===== src/rtl/pad_mux_cfg.sv =====
// pad_mux_cfg: APB register block holding per-pad mux selections.
// Software fills SHADOW registers and commits them atomically. Each commit runs a quiet window
// that forces pad output enables low while the pad functions change.
// A sticky LOCK bit freezes the configuration until reset.
module pad_mux_cfg #(
  parameter int unsigned N_IO           = 64,
  parameter int unsigned NBIT_PADMUX    = 2,
  parameter int unsigned APB_ADDR_WIDTH = 12
) (
  input  logic                             clk_i,
  input  logic                             rst_i,
  input  logic [APB_ADDR_WIDTH-1:0]        PADDR,
  input  logic [31:0]                      PWDATA,
  input  logic                             PWRITE,
  input  logic                             PSEL,
  input  logic                             PENABLE,
  output logic [31:0]                      PRDATA,
  output logic                             PREADY,
  output logic                             PSLVERR,
  output logic [N_IO-1:0][NBIT_PADMUX-1:0] pad_mux_o,
  output logic                             pad_quiet_o
);

  localparam int unsigned WordW = APB_ADDR_WIDTH - 2;
  localparam int unsigned IdxW  = (N_IO > 1) ? $clog2(N_IO) : 1;

  localparam logic [WordW-1:0] CtrlWord   = WordW'(32'h100);
  localparam logic [WordW-1:0] StatusWord = WordW'(32'h101);
  localparam logic [WordW-1:0] QuietWord  = WordW'(32'h102);

  typedef enum logic [1:0] {StIdle, StQuiet, StApply, StSettle} state_e;

  // Registered state
  logic [N_IO-1:0][NBIT_PADMUX-1:0] r_shadow;
  logic [N_IO-1:0][NBIT_PADMUX-1:0] r_pad_mux;
  logic [7:0]                       r_quiet_cycles;
  logic                             r_lock;
  state_e                           r_state;
  logic [7:0]                       r_cnt;
  logic                             r_pad_quiet;

  // Decode and next-state signals
  logic [WordW-1:0] w_word;
  logic [IdxW-1:0]  w_idx;
  logic             w_access;
  logic             w_wr;
  logic             w_is_shadow;
  logic             w_is_ctrl;
  logic             w_is_status;
  logic             w_is_quiet;
  logic             w_valid;
  logic             w_busy;
  logic             w_commit_req;
  logic             w_commit;
  logic             w_lock_set;
  logic             w_shadow_we;
  logic             w_quiet_we;
  logic             w_lock_err;
  logic             w_busy_err;
  state_e           w_state_d;
  logic [7:0]       w_cnt_d;
  logic             w_quiet_d;

  // Byte-lane bits of the address and unused write-data bits are intentionally ignored.
  logic unused_bits;
  assign unused_bits = ^{PADDR[1:0], PWDATA[31:8]};

  assign w_word      = PADDR[APB_ADDR_WIDTH-1:2];
  assign w_idx       = w_word[IdxW-1:0];
  assign w_access    = PSEL & PENABLE;
  assign w_wr        = w_access & PWRITE;
  assign w_is_shadow = (32'(w_word) < N_IO);
  assign w_is_ctrl   = (w_word == CtrlWord);
  assign w_is_status = (w_word == StatusWord);
  assign w_is_quiet  = (w_word == QuietWord);
  assign w_valid     = w_is_shadow | w_is_ctrl | w_is_status | w_is_quiet;
  assign w_busy      = (r_state != StIdle);

  assign w_commit_req = w_wr & w_is_ctrl & PWDATA[0];
  assign w_commit     = w_commit_req & ~r_lock & ~w_busy;
  assign w_lock_set   = w_wr & w_is_ctrl & PWDATA[1];
  assign w_shadow_we  = w_wr & w_is_shadow & ~r_lock;
  assign w_quiet_we   = w_wr & w_is_quiet & ~r_lock;

  assign w_lock_err = r_lock & ((w_wr & (w_is_shadow | w_is_quiet)) | w_commit_req);
  assign w_busy_err = w_commit_req & w_busy;

  assign PREADY      = 1'b1;
  assign pad_mux_o   = r_pad_mux;
  assign pad_quiet_o = r_pad_quiet;

  // Error flag: bad address, write to read-only STATUS, locked write, or commit while busy
  always_comb begin
    PSLVERR = 1'b0;
    if (w_access) begin
      PSLVERR = ~w_valid | (w_wr & w_is_status) | w_lock_err | w_busy_err;
    end
  end

  // Read data mux, driven only during a read access phase
  always_comb begin
    PRDATA = 32'h0;
    if (w_access && !PWRITE) begin
      if (w_is_shadow) begin
        PRDATA = 32'(r_shadow[w_idx]);
      end else if (w_is_ctrl) begin
        PRDATA = {30'h0, r_lock, 1'b0};
      end else if (w_is_status) begin
        PRDATA = {30'h0, r_lock, w_busy};
      end else if (w_is_quiet) begin
        PRDATA = {24'h0, r_quiet_cycles};
      end
    end
  end

  // Software-visible configuration registers
  always_ff @(posedge clk_i) begin
    if (rst_i) begin
      r_shadow       <= '0;
      r_quiet_cycles <= 8'd4;
      r_lock         <= 1'b0;
    end else begin
      if (w_shadow_we) begin
        r_shadow[w_idx] <= PWDATA[NBIT_PADMUX-1:0];
      end
      if (w_quiet_we) begin
        r_quiet_cycles <= PWDATA[7:0];
      end
      if (w_lock_set) begin
        r_lock <= 1'b1;
      end
    end
  end

  // Commit FSM state register, quiet counter and registered quiet flag
  always_ff @(posedge clk_i) begin
    if (rst_i) begin
      r_state     <= StIdle;
      r_cnt       <= 8'd0;
      r_pad_quiet <= 1'b0;
    end else begin
      r_state     <= w_state_d;
      r_cnt       <= w_cnt_d;
      r_pad_quiet <= w_quiet_d;
    end
  end

  // Commit FSM next state and counter
  always_comb begin
    w_state_d = r_state;
    w_cnt_d   = r_cnt;
    unique case (r_state)
      StIdle: begin
        if (w_commit) begin
          if (r_quiet_cycles != 8'd0) begin
            w_state_d = StQuiet;
            w_cnt_d   = r_quiet_cycles;
          end else begin
            w_state_d = StApply;
          end
        end
      end
      StQuiet: begin
        w_cnt_d = r_cnt - 8'd1;
        if (r_cnt == 8'd1) begin
          w_state_d = StApply;
        end
      end
      StApply:  w_state_d = StSettle;
      StSettle: w_state_d = StIdle;
    endcase
  end

  // Quiet flag looks at the next state so it rises on the cycle right after the commit edge
  always_comb begin
    w_quiet_d = (w_state_d != StIdle);
  end

  // Active mux selection: all pads take the shadow values together on the edge leaving APPLY
  always_ff @(posedge clk_i) begin
    if (rst_i) begin
      r_pad_mux <= '0;
    end else if (r_state == StApply) begin
      r_pad_mux <= r_shadow;
    end
  end

endmodule


===== config.mk =====
export PLATFORM = sky130hd
export DESIGN_NAME = pad_mux_cfg
export DESIGN_NICKNAME = d
export VERILOG_FILES = /design/src/rtl/pad_mux_cfg.sv
export SDC_FILE = /design/constraint.sdc
export NUM_CORES = 1
export LEC_CHECK = 0
export BUFFER_PORTS_ARGS = -buffer_cell sky130_fd_sc_hd__buf_2
export CELL_PAD_IN_SITES_DETAIL_PLACEMENT = 1
export CELL_PAD_IN_SITES_GLOBAL_PLACEMENT = 2
export CORE_MARGIN = 2
export CORE_UTILIZATION = 29
export DETAILED_ROUTE_END_ITERATION = 7
export HOLD_SLACK_MARGIN = 0.12
export PLACE_DENSITY = 0.87
export RECOVER_POWER = 50
export SKIP_LAST_GASP = 1
export SYNTH_ARGS = -nofsm -noshare
export SYNTH_HDL_FRONTEND = slang
export SYNTH_SLANG_ARGS = --single-unit

===== constraint.sdc =====
create_clock -name clk_i -period 2.3 [get_ports clk_i]
set_input_delay 0.46 -clock clk_i [delete_from_list [all_inputs] [get_ports clk_i]]
set_output_delay 0.46 -clock clk_i [all_outputs]
set_load 0.01 [all_outputs]

======== Word-level counts from Yosys, hierarchy flattened ========
Cells that the tools add are included.
storage, ports and cells
  bits in registers ....................... 276
  bits of input ports ..................... 49
  word-level logic and storage cells ...... 199
cells by class
  $add $sub $neg .......................... 1
  magnitude comparators ................... 3
  equal/unequal tests ..................... 9
  multiplexer cells ....................... 18
  bitwise operators ....................... 26
  reductions and logical operators ........ 9
operators with widths
  kind                                                               count
  bitwise mux 128 bit                                                1
  2-to-1 mux 8 bit                                                   7
  equality test 10 x 9 -> 1 bit, second input constant               3
  case mux 8 bit (2 select lines)                                    1
  AND 1 bit                                                          15
  binary-select mux 2 bit (select 6 bit)                             1
  demux 2 bit (select 6 bit)                                         1
  less-than comparator 10 x 7 -> 1 bit, second input constant        1
  2-to-1 mux 2 bit                                                   5
  equality test 8 x 1 -> 1 bit, second input constant                1
  bitwise OR 1 bit                                                   8
  case mux 2 bit (4 select lines)                                    1
  nonzero test 8 bit                                                 1
  subtractor 8 x 1 -> 8 bit, second input constant                   1
  less-than comparator 6 x 7 -> 1 bit, second input constant         1
  greater-or-equal comparator 6 x 1 -> 1 bit, second input constant  1
  nonzero test 2 bit                                                 3
  equality test 2 bit, second input constant                         2
  != test 2 bit, second input constant                               2
  NOT 1 bit                                                          3
  AND reduction 3 bit                                                1
  equality test 2 x 1 -> 1 bit, second input constant                1
  logical AND 1 bit                                                  2
  logical NOT 2 bit                                                  1
  2 further kinds                                                    2

======== Depth between registers and ports, before layout ========
Gate-level depths: netlist of the first run.
  depth after elaboration ................. 9
  mapped depth ............................ 9
  depth with buffers taken out ............ 6

======== Least setup slack after synthesis of the first run ========
Ideal clock, no wire load.
  path kind ............................... input port to output port
  start ................................... input PADDR[3]
  end ..................................... output PRDATA[0]
  data arrival time ....................... 1.985 ns
  required time ........................... 1.840 ns
  setup slack ............................. -0.145 ns
  cell stages on the path ................. 8
  buffers on the path ..................... 2
  path through ............................ buf_4 buf_2 mux4_2 nand2_1 a21oi_1 a311oi_1 o21ai_0 a32o_1
on the way
  word-level cells in the longest chain between the ends .. 6
  elaborated cells between the ends (all ways) .. 11
  classes of those cells .................. 1 x order compare; 3 x eq/ne; 7 x mux
ends and longest elaborated chain
  item                                                                                            RTL line  source
  from (decl)                                                                                     12        input logic [APB_ADDR_WIDTH-1:0] PADDR,
  parallel branches: the longest is 4 deep, another holds binary-select mux 2 bit (select 6 bit)  -
  2-to-1 mux 8 bit (*)                                                                            104       if (w_is_shadow) begin
  2-to-1 mux 8 bit (*)                                                                            103       if (w_access && !PWRITE) begin
  to (decl)                                                                                       17        output logic [31:0] PRDATA,
Mark *: on every way between the ends. The select of a mux whose other input is x is not followed.

======== Worst setup path in the final report of the first run ========
  start ................................... register r_shadow[82] in the netlist's numbering
  end ..................................... output PRDATA[0]
on the way
  word-level cells in the longest chain between the ends .. 4
ends and longest elaborated chain
  item                                    RTL line  source
  from (decl)                             34        logic [N_IO-1:0][NBIT_PADMUX-1:0] r_shadow;
  from (signal, indexed assignment)       124       r_shadow[w_idx] <= PWDATA[NBIT_PADMUX-1:0];
  binary-select mux 2 bit (select 6 bit)  105       PRDATA = 32'(r_shadow[w_idx]);
  2-to-1 mux 2 bit (implied by the code)  105
  2-to-1 mux 8 bit                        104
  2-to-1 mux 8 bit                        103
No other way between the ends. The select of a mux whose other input is x is not followed.

==> flow_summary.yaml, run 1 <==
grt:
  overflow: 0
  grt_max_degree: 78
  grt_pass1_wl_microns: 66100
  grt_pass1_vias: 11400
  grt_usage: 0.203
  grt_antenna_before_repair: 1
cells_and_area:
  drive_above_1_share: 0.179
  fillerInstances: 4815
  design_area_sq_um: 15000
  final_nets: 1722
  regArea_sq_um: 5540
  syn_to_final_growth_pct: 29.7
  multiInputGateArea_sq_um: 5730
  final_common_cell: "nand2_1"
  antenna_cells: 0
  layout_common_cells: "nand2_1 (350), dfxtp_1 (262), a21oi_1 (183), nor2_1 (146), clkbuf_1 (136)"
sta:
  hold_ws_ps: 143
  setup_ws_ps: -548
  period_needed_ps: 2850
  slew_viol_final: 0
  rsz0062_at_grt: "true"
  max_freq_mhz: 351
  worst_pin_slew_ps: 850
  hold_viol: 0
  slew_headroom: 0.433
  period_share: 1.24
  final.setup_skew_ps: 14.9
  setup_viol: 3
floorplanning:
  die_w_microns: 204
  die_y_microns: 204
  io-pin-count: 212
  initial_core_util: 0.293
  rows: 73
  core_area_sq_um: 39600
  dieArea_sq_um: 41600
outcome:
  violations: "negative setup slack"
  outcome: "finished, violations left"
setup_path:
  critical_path_class: "reg2out"
  required_ps: 1840
  critPathLaunchType: "flop"
  crit_arrival_ps: 2390
  crit_path_end_kind: "output port"
  path_max_fanout: 2
yosys:
  avgSynthCellArea_sq_um: 8.07
  synth-edff-count: 0
  ys_types: 57
  synth-async-reset-ratio: 0
  synthCells: 1437
  ys_seq_area_frac: 0.476
  synth_seq_cells: 276
  syn-cell-area_sq_um: 11600
  yosys_warnings: 0
  yosys_most_used_dff: "dfxtp_1"
flow_run:
  max_cap_viol_count: 0
drt:
  viasPerCell: 5.04
  dr.pass1.iters: 6
  drt-total-wl_microns: 43400
  drt_iter0_markers: 691
  wl_per_cell_microns: 19.5
  vias: 11200
  route.detailed.drc: 0
  ant_nets: 0
cts:
  cts_buffers: 30
  cts.sinks: 276
  tritoncts: "done"
  htreeDepth: 1
  ctsRootBufferMaster: "clkbuf_16"
  clk_latency_ps: 580
  clk_path_buf_depth: 3
  clkTransAtPathRegs_ps: 60
place:
  hpwl_microns: 31900
  gp_congestion: 0.949
  port_buffers: 160
  postPlaceCellArea_sq_um: 13800
power_and_ir_drop:
  p_per_area_nw_per_um2: 700
  ir_drop_mv: 0.477
  leakagePower_nw: 5.49
  power.total_mw: 10.5
hold_path:
  worst_hold_path_type: "in2reg"
-- cell families after synthesis --
kind of cell	count (synthesis)	synth area share
simple gates	594	0.212
compound gates	316	0.159
flops	276	0.476
buf+inv	146	0.0578
mux	101	0.0921
fa+ha+maj	2	0.00216
other cells	2	0.000648
-- synthesized netlist by cell type, types with 12 or more instances --
| master | number | share of area |
|---|---|---|
| o21ai_0 | 44 | 0.019 |
| o22ai_1 | 21 | 0.011 |
| clkbuf_1 | 85 | 0.028 |
| nand3_1 | 40 | 0.017 |
| nand2_1 | 353 | 0.11 |
| a21oi_1 | 184 | 0.079 |
| inv_1 | 12 | 0.0039 |
| dfxtp_1 | 276 | 0.48 |
| nor2_1 | 147 | 0.048 |
| o221ai_1 | 27 | 0.020 |
| buf_2 | 14 | 0.0060 |
| buf_4 | 28 | 0.018 |
| mux2i_1 | 91 | 0.079 |
-- report_power, final --
group	leakage, nW	internal [mW]	switching (mW)
logic	2.73	0.225	0.388
clock network	0.529	3.11	2.03
registers	2.23	4.78	0.000331
-- final cells by class --
type,instances,area share
Clock inverter,11,0.00882
Inverter,12,0.00349
Sequential cell,276,0.369
Tap cell,525,0.0437
Clock buffer,45,0.0617
Timing Repair Buffer,313,0.132
Multi-Input combinational cell,1038,0.381
-- path summary, 6_finish.rpt --
| kind | depth (start not counted) | slack, ps | start | end |
|---|---|---|---|---|
| hold reg to reg | 2 | 450 | pad_mux_o[16] | pad_mux_o[16] |
| hold / removal | 3 | 140 | PWDATA[5] | r_quiet_cycles[5] |
| setup / recovery | 7 | -550 | r_shadow[82] | PRDATA[0] |
| setup reg to reg | 7 | 270 | r_quiet_cycles[0] | r_cnt[3] |
-- stage by stage --
step	TNS [ps]	setup WS, ps	utilization	cells
finish	-1010	-548	0.379	2220
global route	-1200	-596	0.379	2220
CTS	-985	-568	0.382	2218
detailed placement	-10480	-555	0.348	2157
global placement	-8120	-482	0.348	2157
floorplan	-58.7	-58.7	-	1460
-- worst max-delay path, cell delays in order (launching register included) --
cell and delay, ps:
dfxtp_1 320, or3_1 360, o311ai_0 110, a221oi_1 170, a311oi_1 290, o21ai_1 130
a32o_2 300, buf_6 130
-- registers in the layout, indices dropped and copies added (netlist names) --
register        flops
r_lock              1
pad_mux_o         128
r_shadow          128
pad_quiet_o         1
r_cnt               8
r_quiet_cycles      8
r_state             2
-- what timing repair did --
item                                   in CTS  in global routing
gates resized for setup                    56                 28
endpoints found under the hold margin       1                  0
pin swaps                                  15                 10
hold buffers                                1                  0
setup endpoints to repair                   9                  9
gates cloned                                0                  0
buffers inserted                            5                  2
-- routing by layer --
metal / routed length, microns / part of all wire / up-vias / global-route usage
met5: 12 / 0.00028 / - / 0
met4: 1130 / 0.026 / 2 / 0.0528
met3: 2040 / 0.047 / 73 / 0.0313
met2: 20900 / 0.48 / 265 / 0.347
met1: 19400 / 0.45 / 5525 / 0.266
li1: - / - / 5329 / -
Power figures use the tool's default switching activity.
==> inputs of run 2 (changes only) <==
--- a/config.mk
+++ b/config.mk
@@ -18,3 +18,4 @@
 export SYNTH_ARGS = -nofsm -noshare
 export SYNTH_HDL_FRONTEND = slang
 export SYNTH_SLANG_ARGS = --single-unit
+export TNS_END_PERCENT = 30
==> run 2 against run 1 <==
Against the previous run:
- the run still ends with negative setup slack left
- worst setup slack improved by 22 ps
- sequential power hardly changed
- sequential share of layout area up 0.34 points
- first-iteration DRC count rose by 2.6%
- design area is 1.0% lower
- maximum frequency is 0.76% higher
- register-to-register slack lost 160 ps
- worst hold slack worse by 3.5 ps
- non-clock buffer count fell by 2
- critical path depth unchanged
- routed wire length is 0.18% lower
- largest cell class unchanged
- highest routed layer unchanged
==> flow_summary.yaml, run 2 (synthesized netlist as in run 1, its figures left out) <==
grt:
  busiest_layer: "met2"
  grt_pass1_vias: 11700
  grt_use_met3: 0.0391
  overflow: 0
  grt_pass1_wl_microns: 67900
  grt_max_degree: 128
  grt_use_met1: 0.270
  grt_antenna_before_repair: 2
  grt_usage: 0.207
  grt.met2_usage: 0.349
floorplanning:
  rows: 73
  io-pin-count: 212
  initial_core_util: 0.293
  die_y_microns: 204
  core_area_sq_um: 39600
  dieArea_sq_um: 41600
  die_w_microns: 204
cts:
  tritoncts: "done"
  ctsRootBufferMaster: "clkbuf_16"
  cts_buffers: 31
  clk_latency_ps: 590
  cts.sinks: 276
  clk_path_buf_depth: 3
  htreeDepth: 1
  clkTransAtPathRegs_ps: 60
flow_run:
  max_cap_viol_count: 0
setup_path:
  ff2ff_setup_slack_ps: 110
  crit_buf_inv: 1
  cp-endpoint: "PRDATA[0]"
  crit_family: "multiplexers"
  slowest_delay_ps: 440
  reg2reg_from: "r_lock"
  rr_endpoint: "r_shadow[18]"
  required_ps: 1840
  crit_slowest_cell: "mux4_2"
  critical_path_class: "reg2out"
  path_cells: "mux4_2 > mux2_4 > nand2_4 > o311ai_4 > o311a_1 > a32o_2 > buf_6"
  crit_start: "r_shadow[50]"
  reg2regPathDepth: 7
  critPathLaunchType: "flop"
  crit_arrival_ps: 2370
  crit_path_end_kind: "output port"
  path_max_fanout: 2
  crit_cells: 7
sta:
  period_needed_ps: 2830
  worst_pin_slew_ps: 907
  max_freq_mhz: 354
  setup_ws_ps: -526
  slew_viol_final: 0
  hold_viol: 0
  slew_headroom: 0.393
  final.setup_skew_ps: 23.6
  period_share: 1.23
  setup_viol: 9
  rsz0062_at_grt: "true"
  finalSetupTns_ps: -2250
cells_and_area:
  final_common_cell: "nand2_1"
  final_nets: 1721
  syn_to_final_growth_pct: 28.4
  final_util: 0.375
  layout_common_cells: "nand2_1 (351), dfxtp_1 (266), a21oi_1 (184), nor2_1 (147), clkbuf_1 (142)"
  drive_above_1_share: 0.166
hold_path:
  hold_path_depth: 3
  worst_hold_path_type: "in2reg"
drt:
  vias: 11200
  wl_per_cell_microns: 19.5
  dr.pass1.iters: 4
  route.detailed.drc: 0
  viasPerCell: 5.04
  ant_nets: 0
  drt_iter0_markers: 709
  drt-total-wl_microns: 43300
power_and_ir_drop:
  pwr-share-clk: 0.482
  switchingPower_mw: 2.44
  p_sw_frac: 0.235
  ir_drop_mv: 0.508
  p_int_mw: 7.97
  leakagePower_nw: 5.41
  p_comb_frac: 0.059
  pwr-share-seq: 0.459
  p_per_area_nw_per_um2: 699
place:
  port_buffers: 160
  hpwl_microns: 31600
  gp_congestion: 0.887
outcome:
  outcome: "finished, violations left"
  violations: "negative setup slack"
==> run 2: cell count changes in the layout (fill, tap and decap cells not counted), sizes merged <==
cell,before,now
diode,0,1
dlymetal6s2s,0,1
dlygate4sd3,1,3
buf,176,168
bufinv,3,1
clkbuf,181,187
clkinvlp,3,1
inv,10,12
==> run 2: power groups by stage <==
stage                     logic (mW)  clock network (mW)  registers (mW)
after global placement         0.551                   0            4.89
after CTS                      0.596                5.13            4.78
after floorplan                0.333                   0            4.89
after detailed placement       0.560                   0            4.89
final                          0.610                5.02            4.78
after global routing           0.656                5.35            4.78
==> run 2: repair_timing <==
item	4_1_cts	5_1_grt
hold buffers	3	0
gates resized for setup	36	14
endpoints found under the setup margin	9	10
pin swaps	9	9
buffers inserted	7	0
hold endpoints to repair	3	0
==> run 2: cell type report <==
cell class	instances	area, sq um
Antenna cell	1	2.50
Multi-Input combinational cell	1038	5700
Timing Repair Buffer	311	1900
Clock inverter	9	81.3
Inverter	12	48.8
Tap cell	525	657
Fill cell	4850	24800
Clock buffer	48	960
Sequential cell	276	5540
==> run 2: worst min-delay path by stage <==
stage,startpoint,to,slack [ps]
after floorplan,r_cnt[7],r_cnt[7],430
after global placement,pad_mux_o[121],pad_mux_o[121],440
after detailed placement,pad_mux_o[11],pad_mux_o[11],450
after CTS,PWDATA[3],r_quiet_cycles[3],120
after global routing,PWDATA[3],r_quiet_cycles[3],180
final,PWDATA[4],r_quiet_cycles[4],140
==> run 2: per-layer routing <==
layer	vias up	wire length [microns]	part of all wire
met2	258	20600	0.48
li1	5333	-	-
met1	5515	19400	0.45
met3	83	2110	0.049
met5	-	13	0.00030
met4	2	1250	0.029
==> run 2: stage by stage <==
step	power [mW]	area [sq um]	cells	hold slack [ps]	setup slack, ps
after global placement	5.44	13800	2153	442	-570
after global routing	10.8	14900	2219	182	-573
after CTS	10.5	15000	2219	123	-570
after detailed placement	5.45	13800	2153	446	-610
after floorplan	5.22	11700	1460	429	-58.7
final	10.4	14900	2220	140	-526
==> run 2: worst min-delay path, cell delays in order <==
cell     delay (ps)
buf_2            80
mux2i_1          50
nor2_1           80
